File: src/rtl/huff_bit_feeder.sv
// Bit feeder for a Huffman decoder: buffers stream bytes in a holding register
// plus a one-entry skid register and emits MSB-first chunks of up to CHUNK_MAX bits.
module huff_bit_feeder #(
    parameter int CHUNK_MAX = 4
) (
    input  logic       clk,
    input  logic       reset,
    input  logic [7:0] s_data,
    input  logic       s_valid,
    input  logic       s_last,
    input  logic [3:0] s_nbits,
    output logic       s_ready,
    output logic [3:0] out_bits,
    output logic [2:0] out_len,
    output logic       out_valid,
    input  logic       out_ready,
    output logic       out_last,
    output logic       done,
    output logic [1:0] dbg_state
);

    // Handshakes: a beat transfers on the rising edge where valid && ready are both
    // high; the source holds payload stable while valid && !ready and never retracts it.

    typedef enum logic [1:0] {
        ST_IDLE = 2'd0,
        ST_EMIT = 2'd1,
        ST_END  = 2'd2
    } state_t;

    localparam logic [3:0] CMAX = 4'(CHUNK_MAX);

    state_t     state;
    logic [7:0] h_data, sk_data;
    logic [3:0] h_rem, sk_rem;
    logic       h_last, sk_last;
    logic       done_q;

    logic       h_occ, sk_occ, xfer, accept, move, to_h;
    logic [3:0] n, rem_after, in_rem, h_rem_nxt;
    logic [7:0] shifted, data_after;

    always_comb begin
        h_occ      = (h_rem != 4'd0);
        sk_occ     = (sk_rem != 4'd0);
        n          = (h_rem < CMAX) ? h_rem : CMAX;
        shifted    = h_data >> (4'd8 - n);
        xfer       = h_occ && out_ready;
        rem_after  = xfer ? (h_rem - n) : h_rem;
        data_after = xfer ? 8'(h_data << n) : h_data;
        // S only refills H once H has fully drained on this edge
        move       = (rem_after == 4'd0) && sk_occ;
        accept     = s_valid && !sk_occ;
        to_h       = accept && (rem_after == 4'd0);
        in_rem     = (s_last && s_nbits != 4'd0 && s_nbits <= 4'd8) ? s_nbits : 4'd8;
        if (move)      h_rem_nxt = sk_rem;
        else if (to_h) h_rem_nxt = in_rem;
        else           h_rem_nxt = rem_after;
    end

    assign s_ready   = !sk_occ;
    assign out_valid = h_occ;
    assign out_len   = h_occ ? n[2:0] : 3'd0;
    assign out_bits  = h_occ ? shifted[3:0] : 4'd0;
    assign out_last  = h_occ && h_last && (h_rem == n);
    assign done      = done_q;
    assign dbg_state = state;

    always_ff @(posedge clk or negedge reset) begin
        if (!reset) begin
            state   <= ST_IDLE;
            h_data  <= 8'd0;
            h_rem   <= 4'd0;
            h_last  <= 1'b0;
            sk_data <= 8'd0;
            sk_rem  <= 4'd0;
            sk_last <= 1'b0;
            done_q  <= 1'b0;
        end else begin
            h_rem <= h_rem_nxt;
            if (move) begin
                h_data  <= sk_data;
                h_last  <= sk_last;
                sk_rem  <= 4'd0;
            end else if (to_h) begin
                h_data  <= s_data;
                h_last  <= s_last;
            end else begin
                h_data  <= data_after;
            end

            if (accept && !to_h) begin
                sk_data <= s_data;
                sk_rem  <= in_rem;
                sk_last <= s_last;
            end

            done_q <= 1'b0;
            case (state)
                ST_IDLE: if (h_rem_nxt != 4'd0) state <= ST_EMIT;
                ST_EMIT: begin
                    if (xfer && out_last) begin
                        state  <= ST_END;
                        done_q <= 1'b1;
                    end else if (h_rem_nxt == 4'd0) begin
                        state <= ST_IDLE;
                    end
                end
                ST_END:  state <= (h_rem_nxt != 4'd0) ? ST_EMIT : ST_IDLE;
                default: state <= ST_IDLE;
            endcase
        end
    end

endmodule

File: config.mk
export PLATFORM = sky130hd
export DESIGN_NAME = huff_bit_feeder
export DESIGN_NICKNAME = d
export VERILOG_FILES = /design/src/rtl/huff_bit_feeder.sv
export SDC_FILE = /design/constraint.sdc
export NUM_CORES = 1
export LEC_CHECK = 0
export ABC_CLOCK_PERIOD_IN_PS = 3100
export BUFFER_PORTS_ARGS = -buffer_cell sky130_fd_sc_hd__buf_4
export CORE_MARGIN = 2
export CORE_UTILIZATION = 45
export DETAILED_ROUTE_END_ITERATION = 10
export PLACE_DENSITY = 0.67
export SYNTH_ARGS = -nofsm -noshare
export SYNTH_HDL_FRONTEND = slang
export SYNTH_SLANG_ARGS = --single-unit
File: constraint.sdc
create_clock -name clk -period 3.1 [get_ports clk]
set_input_delay 0.155 -clock clk [delete_from_list [all_inputs] [get_ports clk]]
set_output_delay 0.155 -clock clk [all_outputs]
set_load 0.01 [all_outputs]
* Yosys cells after proc, flatten, opt, wreduce, memory -nomap -nowiden
Index checks and enable logic that the tools add are counted.
Storage, ports and cells: register bits after elaboration 29, bits of input ports 17, word-level logic and storage cells 63
Operators by class: $add $sub $neg 2, $lt $le $gt $ge 2, equal/unequal tests 5, shift operators 2, multiplexer cells 21, reduce and logical (&&, ||, !) cells 23
Operators by type and width (number):
- 2-to-1 mux 4 bit | 8
- 2-to-1 mux 8 bit | 3
- nonzero test 4 bit | 4
- logical AND 1 bit | 10
- zero test 4 bit | 2
- << shifter 8 x 4 -> 8 bit | 1
- right shift 8 x 4 -> 4 bit | 1
- 2-to-1 mux 2 bit | 3
- case mux 2 bit (3 select lines) | 1
- 2-to-1 mux 1 bit | 5
- == test 4 bit | 1
- less-or-equal comparator 4 bit (second input constant) | 1
- < comparator 4 x 3 -> 1 bit (second input constant) | 1
- nonzero test 2 bit | 2
- subtractor 4 bit | 1
- subtractor 4 bit (first input constant) | 1
- 2-to-1 mux 3 bit | 1
- inequality test 3 bit (second input constant) | 1
- nonzero test 3 bit | 1
- == test 2 x 1 -> 1 bit (second input constant) | 1
- == test 2 bit (second input constant) | 1
- zero test 1 bit | 2
- zero test 2 bit | 1
- inequality test 2 bit (second input constant) | 1
- AND reduction 2 bit | 1

* Longest topological paths before layout
Gate-level depths: netlist of the first run.
depth after elaboration 12, depth in mapped cells 12, mapped depth without buffers 10

* Worst setup path after synthesis of the first run
OpenSTA, ideal clock, no wires.
path type register to output, start point register h_rem[3], end point output port out_bits[0], arrival time 2717 ps, setup slack 228 ps, cell stages (with the launch flop) 11, buffers on the path 1, cell sequence dfrtp_1 buf_6 nor2_1 inv_2 nor2_1 inv_1 ha_1 xnor2_4 mux4_2 mux2i_1 nor2_1
On the way: cells in the longest elaborated chain, start to end 5, elaborated cells between the ends (all ways) 6, those cells by class add/sub (1); order compare (1); shift (1); mux (2); reduce/logical (1)
Ends and longest elaborated chain:
- start: declaration | line 35 | logic [3:0] h_rem, sk_rem;
- start signal: assignment | line 80 | h_rem <= h_rem_nxt;
- < comparator 4 x 3 -> 1 bit | line 46 | n = (h_rem < CMAX) ? h_rem : CMAX;
- 2-to-1 mux 4 bit | line 46
- subtractor 4 bit | line 47 | shifted = h_data >> (4'd8 - n);
- right shift 8 x 4 -> 4 bit | line 47
- 2-to-1 mux 4 bit * | line 64 | assign out_bits = h_occ ? shifted[3:0] : 4'd0;
- end: declaration | line 13 | output logic [3:0] out_bits,
Mark *: on every way between the ends. The rest lies on a longest branch, timed or not.

* Worst setup path in the final report of the first run
Ends and elaborated chain as after synthesis.

==> results of run 1 <==
layer usage:
| layer | global-route usage | vias up |
|---|---|---|
| li1 | - | 900 |
| met1 | 0.291 | 859 |
| met2 | 0.298 | 55 |
| met3 | 0.0399 | 7 |
| met4 | 0.0587 | 0 |
| met5 | 0 | - |
sequential cells by signal, indices dropped and copies added, names as in the netlist:
register,count
h_last,1
sk_data,8
h_data,8
sk_rem,4
sk_last,1
h_rem,4
dbg_state,2
done,1
stage by stage:
| step | hold WS (ns) | util |
|---|---|---|
| 6_report | 0.0759 | 0.547 |
| 3_5_place_dp | 0.101 | 0.524 |
| 5_1_grt | 0.0836 | 0.547 |
| 3_3_place_gp | 0.103 | 0.524 |
| 4_1_cts | 0.0759 | 0.545 |
| 2_1_floorplan | -0.141 | - |
layout by cell type, fill, tap and decap left out, types with 2 or more instances in the layout:
cell type	n
a211oi_1	3
a21oi_1	21
a22o_1	2
a311oi_1	2
a31oi_1	6
a32o_1	3
and2_1	2
and3_1	6
buf_4	37
clkbuf_8	5
clkinv_2	2
conb_1	2
dfrtp_1	27
dfrtp_2	2
ha_1	3
inv_1	13
mux2_2	6
mux2i_1	10
nand2_1	24
nor2_1	17
nor2b_1	2
nor3_1	4
o211ai_1	4
o21a_1	3
o21ai_0	20
o221ai_1	3
o22ai_1	3
o32ai_1	2
or2_2	2
power by group:
group	switching [mW]	total [mW]	internal, mW
Combinational	1.07	1.97	0.895
Clock	0.138	0.293	0.155
Sequential	0.181	0.743	0.562
synthesized netlist by cell type (all sizes together), types with 2 or more instances:
cell type	instances	area share
a211oi	3	0.011
a21oi	22	0.057
a22o	2	0.0087
a311oi	2	0.0087
a31oi	6	0.019
a32o	3	0.015
and2	2	0.0062
and3	6	0.019
buf	8	0.026
clkbuf	6	0.011
conb	2	0.0037
dfrtp	29	0.36
ha	3	0.019
inv	14	0.026
mux2	6	0.034
mux2i	10	0.050
nand2	25	0.051
nor2	17	0.032
nor2b	2	0.0062
nor3	5	0.015
nor3b	2	0.010
o211ai	4	0.015
o21a	3	0.011
o21ai	21	0.054
o221ai	3	0.013
o22ai	3	0.0094
o32ai	2	0.0087
or2	2	0.0062
xnor2	2	0.018
critical path: stages (launching register included):
cell	delay, ns
dfrtp_2	0.47
nor2_1	0.18
inv_2	0.14
nor2_1	0.16
inv_1	0.12
ha_1	0.30
xnor2_4	0.23
mux4_2	0.54
mux2i_1	0.15
nor2_1	0.05
buf_4	0.15
path summary, 6_finish.rpt:
kind | startpoint | end | slack [ns] | cells past startpoint
setup reg to reg | h_rem[2] | dbg_state[0] | 0.41 | 9
max in group asynchronous | reset | h_rem[3] | 2.46 | 2
hold reg to reg | sk_data[0] | sk_data[0] | 0.48 | 2
hold / removal | s_data[7] | sk_data[7] | 0.08 | 3
min in group asynchronous | reset | sk_rem[1] | 0.33 | 2
setup / recovery | h_rem[3] | out_bits[0] | 0.18 | 10
timing repair:
item,4_1_cts,5_1_grt
hold buffers,1,0
setup buffers,0,1
endpoints found under the setup margin,0,2
gates resized for setup,0,2
endpoints found under the hold margin,29,0
kinds of logic (layout without fill, tap and decap cells):
family,Yosys count,after routing
xor gates and xnor gates,2,2
and+or+nand+nor,69,69
adders and majority gates,3,3
muxes,17,17
DFF,29,29
AOI/OAI and AO/OA,80,80
buffers and inverters,29,61
other,2,2
layout make-up:
type,instances,area [sq um]
Clock buffer,6,72.6
Sequential cell,29,728
Timing Repair Buffer,38,288
Tap cell,52,65.1
Fill cell,429,1960
Multi-Input combinational cell,173,1150
Clock inverter,2,10.0
Inverter,15,56.3
==> results.json, run 1 <==
{
  "status": "finished clean",
  "muxShareOfSynthArea": 0.0949,
  "endpoint_kind": "output port",
  "post-place-ws_ns": 0.311,
  "fin_cells": 315,
  "cts_tree": "done",
  "fin_crit_ns": 2.92,
  "tightestPinTransition_ns": 0.552,
  "ant_nets": 0,
  "cts_max_level": 2,
  "core_sq_mm": 0.00432,
  "antenna_found_initial": 0,
  "clkLatencyLatePin_ns": 0.28,
  "yosys.area_share.simple": 0.179,
  "gp_congestion": 0.884,
  "grt_pass1_vias": 1720,
  "maxCapViolCount": 0,
  "synth_compound_area_frac": 0.258,
  "ys_async_sr_fraction": 1.00,
  "powerDensity_mw_per_mm2": 1270,
  "crit_fanout": 9,
  "fmax_mhz": 342,
  "drcViolationCount": 0,
  "initial_core_util": 0.464,
  "route.met3.wl_microns": 290,
  "worstPathArrival_ns": 2.77,
  "synth_top_family_by_area": "compound AO/OA/AOI/OAI gates",
  "synth-edff-count": 0,
  "gr-total-overflow": 0,
  "place_area_sq_mm": 0.00226,
  "diodes": 0,
  "leakagePower_nw": 1.06,
  "synth_flop_cell": "dfrtp_1",
  "fp-row-count": 24,
  "avgSynthCellArea_sq_um": 8.68,
  "firstDrtPassIters": 4,
  "worst-endpoint-required_ns": 2.94,
  "dp.cells": 305,
  "post_drt_via_cell_ratio": 5.78,
  "drt-met1-wl_microns": 2240,
  "yosys_warnings": 0,
  "final_max_slew_viol_count": 0,
  "ir_worst_vdd_uv": 586,
  "hold_class": "input pin to register",
  "fin_crit_sh": 0.943,
  "syn_nets": 251,
  "dieHeight_microns": 70.7,
  "yosysSeqAreaShare": 0.362,
  "dp_hpwl_microns": 3570,
  "io_pins": 30,
  "wirelength_microns": 4650,
  "fin_setup_tns_ns": 0,
  "path_clk_slew_ns": 0.06,
  "synthesis.area_sq_mm": 0.00200,
  "ys_ff_latch": 29,
  "drive_gt1_frac": 0.240,
  "synth.distinct_cells": 53,
  "synth-xor-area-share": 0.0181,
  "nets": 282,
  "root_buffer": "clkbuf_8",
  "drt_iter0_markers": 118,
  "area.growth.synth_to_final_pct": 18.1,
  "fin_ws_ns": 0.178,
  "total_power_mw": 3.00,
  "dieArea_sq_mm": 0.00500,
  "dr_total_vias": 1821,
  "finalClockSkew_ns": 0.00577,
  "cts_max_path_buffers": 2,
  "slew_headroom": 0.632,
  "met2_wirelength_microns": 2060,
  "synthAdderAreaFrac": 0.0187,
  "io_buffers": 29,
  "cts.sinks": 29,
  "die_w_microns": 70.7,
  "wire_per_inst_microns": 14.8,
  "grt_usage": 0.199,
  "setup_viol": 0,
  "crit_type": "register to output port",
  "design_area_sq_mm": 0.00237,
  "cts_buffers": 5,
  "grt_max_degree": 30,
  "cp-start-kind": "register",
  "dr.max_layer_used": "met4",
  "synthCells": 231,
  "grt_pass1_wl_microns": 8020,
  "hold_viol_final": 0
}
No activity file was read; power rests on OpenSTA's default activity.
==> inputs of run 2 (changes only) <==
--- a/config.mk
+++ b/config.mk
@@ -9,6 +9,7 @@
 export BUFFER_PORTS_ARGS = -buffer_cell sky130_fd_sc_hd__buf_4
 export CORE_MARGIN = 2
 export CORE_UTILIZATION = 45
+export CTS_BUF_LIST = sky130_fd_sc_hd__clkbuf_8
 export DETAILED_ROUTE_END_ITERATION = 10
 export PLACE_DENSITY = 0.67
 export SYNTH_ARGS = -nofsm -noshare
==> run 2 against run 1 <==
Against the previous run: sequential share of layout area stayed put; via count is 0.66% lower; setup slack worse by 0.0021 ns; critical path depth stayed put; final area stayed put; critical endpoint unchanged; worst hold slack worse by 0.00064 ns; final cell count stayed put; largest power group unchanged; flip-flop and latch count stayed put; core utilization stayed put; combinational power hardly changed; global-route usage stayed put.
==> results.json, run 2 (synthesis results as in run 1) <==
{
  "slew_headroom": 0.637,
  "post_drt_via_cell_ratio": 5.74,
  "critPathMaxStageDelay_ns": 0.54,
  "drive_gt1_frac": 0.240,
  "total_power_mw": 3.00,
  "clkLatencyLatePin_ns": 0.28,
  "grt_pass1_vias": 1720,
  "drt_iter0_markers": 138,
  "gp_congestion": 0.884,
  "crit_family": "multiplexers",
  "worstHoldEndpoint": "sk_data[7]",
  "cts_buffers": 5,
  "root_buffer": "clkbuf_8",
  "dr_total_vias": 1809,
  "worstHoldStart": "s_data[7]",
  "fin_crit_ns": 2.92,
  "cp-start-kind": "register",
  "grt_usage": 0.199,
  "cts_max_level": 2,
  "cts_max_path_buffers": 2,
  "ir_worst_vdd_uv": 585,
  "diodes": 0,
  "hold_viol_final": 0,
  "largestRegisters": "h_data x8, sk_data x8",
  "pwr-share-seq": 0.248,
  "worstPathArrival_ns": 2.77,
  "slowest_stage": "mux4_2",
  "p_clk_frac": 0.097,
  "layout_common_cells": "buf_4, dfrtp_1, nand2_1, a21oi_1, o21ai_0",
  "cts_tree": "done",
  "r2r-start": "h_rem[2]",
  "finalClockSkew_ns": 0.00610,
  "wire_per_inst_microns": 14.8,
  "setup_viol": 0,
  "design_area_sq_mm": 0.00237,
  "dp_hpwl_microns": 3570,
  "r2r_end": "dbg_state[0]",
  "gr-total-overflow": 0,
  "firstDrtPassIters": 4,
  "crit_chain": "nor2_1, inv_2, nor2_1, inv_1, ha_1, xnor2_4, mux4_2, mux2i_1, nor2_1, buf_4",
  "powerDensity_mw_per_mm2": 1270,
  "path_clk_slew_ns": 0.06,
  "crit_fanout": 9,
  "dieArea_sq_mm": 0.00500,
  "pwr-share-comb": 0.655,
  "place_area_sq_mm": 0.00226,
  "whs_ns": 0.0753,
  "hold_class": "input pin to register",
  "io_pins": 30,
  "initial_core_util": 0.464,
  "leakagePower_nw": 1.06,
  "maxCapViolCount": 0,
  "fin_ws_ns": 0.176,
  "area.growth.synth_to_final_pct": 18.1,
  "status": "finished clean",
  "grt_max_degree": 30,
  "tightestPinTransition_ns": 0.543,
  "final_util": 0.547,
  "switching_share": 0.464,
  "r2r_slack_ns": 0.41,
  "die_w_microns": 70.7,
  "drcViolationCount": 0,
  "worst-path-buf-inv": 3,
  "wirelength_microns": 4660,
  "fp-row-count": 24,
  "ant_nets": 0,
  "core_sq_mm": 0.00432,
  "cts.sinks": 29,
  "final_max_slew_viol_count": 0,
  "worst-endpoint-required_ns": 2.94,
  "post-place-ws_ns": 0.311,
  "crit_path_frequent_cell": "nor2_1",
  "fmax_mhz": 342,
  "grt_pass1_wl_microns": 8020,
  "p_int_mw": 1.61,
  "antenna_found_initial": 0,
  "fin_crit_sh": 0.943,
  "p_sw_mw": 1.39,
  "worstRegToRegCells": 9,
  "final_common_cell": "buf_4",
  "dieHeight_microns": 70.7,
  "io_buffers": 29,
  "crit_type": "register to output port",
  "endpoint_kind": "output port",
  "hold_depth": 3,
  "nets": 282
}
run 2: cell types whose count changed in the layout (fill, tap and decap cells not counted):
cell | previous run | this run
inv_1 | 13 | 14
clkbuf_1 | 1 | 0
run 2: what timing repair did:
action	4_1_cts	5_1_grt
resized for setup	0	2
endpoints found under the hold margin	29	0
hold buffers	1	0
buffers inserted	0	1
setup endpoints to repair	0	2
run 2: tightest hold or removal path, stage by stage:
cell and delay, ns:
buf_4 0.08, nand2_1 0.04, nand2_1 0.05
run 2: how the worst max path moves through the flow:
stage	slack, ns	cells past startpoint	to	from
6_report	0.18	10	out_bits[0]	h_rem[3]
5_1_grt	-0.003	10	out_bits[0]	h_rem[3]
3_5_place_dp	0.31	9	dbg_state[0]	h_rem[3]
3_3_place_gp	0.44	9	dbg_state[0]	h_rem[3]
4_1_cts	0.06	10	out_bits[0]	h_rem[3]
2_1_floorplan	0.23	10	out_bits[0]	h_rem[3]
run 2: metrics by stage:
step / setup TNS [ns] / std cells
final: 0 / 315
after global routing: -0.00290 / 315
after CTS: 0 / 314
after detailed placement: 0 / 305
after global placement: 0 / 305
after floorplan: 0 / 231
run 2: power by group through the flow:
stage / clock network, mW / registers (mW) / logic [mW]
finish: 0.290 / 0.744 / 1.97
global route: 0.316 / 0.771 / 2.20
CTS: 0.297 / 0.737 / 1.95
detailed placement: 0 / 0.744 / 1.94
global placement: 0 / 0.743 / 1.93
floorplan: 0 / 0.665 / 1.48
run 2: final cells by class:
type	instances	area, sq um
Fill cell	429	1960
Timing Repair Buffer	38	288
Tap cell	52	65.1
Clock inverter	3	13.8
Clock buffer	5	68.8
Multi-Input combinational cell	173	1150
Sequential cell	29	728
Inverter	15	56.3
run 2: routing by layer:
layer | share of wire | GRT usage | routed length (microns) | vias up
met1 | 0.48 | 0.291 | 2260 | 843
met5 | 0 | 0 | 0 | -
met2 | 0.44 | 0.298 | 2060 | 55
met3 | 0.061 | 0.0399 | 283 | 9
met4 | 0.014 | 0.0587 | 63 | 0
li1 | - | - | - | 902
==> inputs of run 3 (changes only) <==
==> constraint.sdc (replaced) <==
create_clock -name clk -period 3.1 [get_ports clk]
set_input_delay 0 -clock clk [delete_from_list [all_inputs] [get_ports clk]]
set_output_delay 0 -clock clk [all_outputs]
set_load 0.01 [all_outputs]
==> run 3 against run 2 <==
Against the previous run: core utilization is 3.3 points higher; wire length up 3.1%; count of clock-buffer cells in the layout rose by 2; register-to-register slack lost 0.09 ns.
==> results.json, run 3 (synthesis results as in run 1) <==
{
  "status": "finished clean",
  "final_common_cell": "buf_4",
  "total_power_mw": 3.07,
  "grt_pass1_wl_microns": 8430,
  "slowest_stage": "mux4_2",
  "worstHoldStart": "out_ready",
  "drcViolationCount": 0,
  "wirelength_microns": 4800,
  "r2r_end": "dbg_state[0]",
  "r2r_slack_ns": 0.32,
  "post_drt_via_cell_ratio": 5.65,
  "grt_pass1_vias": 1777,
  "design_area_sq_mm": 0.00251,
  "hold_depth": 3,
  "final_max_slew_viol_count": 0,
  "drive_gt1_frac": 0.229,
  "largestRegisters": "h_data x8, sk_data x8",
  "tightestPinTransition_ns": 0.582,
  "gp_congestion": 0.877,
  "worstPathArrival_ns": 2.82,
  "cts_max_path_buffers": 2,
  "cts_tree": "done",
  "setup_viol": 0,
  "ir_worst_vdd_uv": 537,
  "firstDrtPassIters": 4,
  "io_pins": 30,
  "crit_path_frequent_cell": "nor2_1",
  "dp_hpwl_microns": 3520,
  "crit_chain": "nor2_1, inv_2, nor2_4, inv_1, ha_1, xnor2_4, mux4_2, mux2i_1, nor2_1, buf_4",
  "hold_viol_final": 0,
  "area.growth.synth_to_final_pct": 25.3,
  "diodes": 0,
  "hold_class": "input pin to register",
  "wire_per_inst_microns": 14.7,
  "fmax_mhz": 354,
  "maxCapViolCount": 0,
  "io_buffers": 29,
  "core_sq_mm": 0.00432,
  "post-place-ws_ns": 0.313,
  "powerDensity_mw_per_mm2": 1220,
  "endpoint_kind": "output port",
  "worstRegToRegCells": 9,
  "worst-endpoint-required_ns": 3.10,
  "leakagePower_nw": 1.12,
  "grt_usage": 0.208,
  "crit_type": "register to output port",
  "ant_nets": 0,
  "finalClockSkew_ns": 0.00540,
  "nets": 294,
  "path_clk_slew_ns": 0.06,
  "antenna_found_initial": 0,
  "r2r-start": "h_rem[3]",
  "critPathMaxStageDelay_ns": 0.55,
  "dr_total_vias": 1847,
  "crit_family": "multiplexers",
  "cts_max_level": 2,
  "fin_crit_sh": 0.911,
  "clkLatencyLatePin_ns": 0.28,
  "cp_num_cells": 10,
  "rsz0062_at_grt": "no",
  "fin_crit_ns": 2.82,
  "drt_iter0_markers": 161,
  "grt_max_degree": 30,
  "cts.sinks": 29,
  "root_buffer": "clkbuf_8",
  "worstHoldEndpoint": "done",
  "fin_setup_tns_ns": 0,
  "final_util": 0.581,
  "fp-row-count": 24,
  "layout_common_cells": "buf_4, dfrtp_1, nand2_1, a21oi_1, o21ai_0",
  "fin_ws_ns": 0.275,
  "slew_headroom": 0.611,
  "cts_buffers": 5,
  "dieArea_sq_mm": 0.00500,
  "dieHeight_microns": 70.7,
  "place_area_sq_mm": 0.00226,
  "gr-total-overflow": 0,
  "die_w_microns": 70.7,
  "crit_fanout": 9,
  "initial_core_util": 0.464,
  "cp-start-kind": "register",
  "worst-path-buf-inv": 3
}
## run 3: changes by cell type in the layout (fill, tap and decap cells not counted)
cell / delta
dlygate4sd3_1: +12
clkbuf_8: +2
dfrtp_1: +2
dfrtp_2: -2
clkinv_2: -1
inv_1: -1
nor2_1: -1
nor2_4: +1
## run 3: stage by stage
stage               hold WS [ns]  cells
CTS                       0.0503    325
detailed placement       -0.0533    304
finish                    0.0523    327
global route              0.0823    327
floorplan                 -0.296    231
global placement         -0.0545    304
## run 3: per-layer routing
metal,global-route usage,wire (microns)
met1,0.306,2340
met2,0.320,2210
met4,0.0566,72
met3,0.0342,184
met5,0,0
## run 3: power breakdown
part	switching, mW	total [mW]	internal [mW]	leakage (nW)
registers	0.165	0.725	0.560	0.360
logic	1.09	2.01	0.920	0.707
clock network	0.139	0.339	0.200	0.0542
## run 3: worst max-delay path by stage
stage | startpoint | endpoint | slack [ns]
finish | h_rem[3] | out_bits[0] | 0.28
global route | h_rem[3] | out_bits[0] | 0.06
CTS | h_rem[3] | out_bits[0] | 0.12
detailed placement | h_rem[3] | out_bits[0] | 0.31
global placement | h_rem[3] | out_bits[0] | 0.45
floorplan | h_rem[3] | out_bits[0] | 0.38
## run 3: layout make-up
cell class              count  area (sq um)
repair buffers             50           408
fillers                   413          1810
flip-flops and latches     29           726
inverters                  15          56.3
clock buffers               7          96.3
multi-input cells         173          1150
clock inverters             1          5.00
well taps                  52          65.1
## run 3: repair_timing
item / in CTS / in global routing
endpoints found under the setup margin: 2 / 2
gates resized for setup: 1 / 1
buffers inserted: 0 / 2
hold endpoints to repair: 42 / 0
hold buffers: 13 / 0
pin swaps: 0 / 1
## run 3: worst reg2reg max path, stage by stage, from the launching register on
cell	delay, ns
dfrtp_1	0.52
nor2_1	0.12
inv_2	0.22
nand2_1	0.13
ha_1	0.31
inv_1	0.05
a211o_1	0.30
or3b_1	0.43
o221ai_1	0.21
o32a_1	0.38
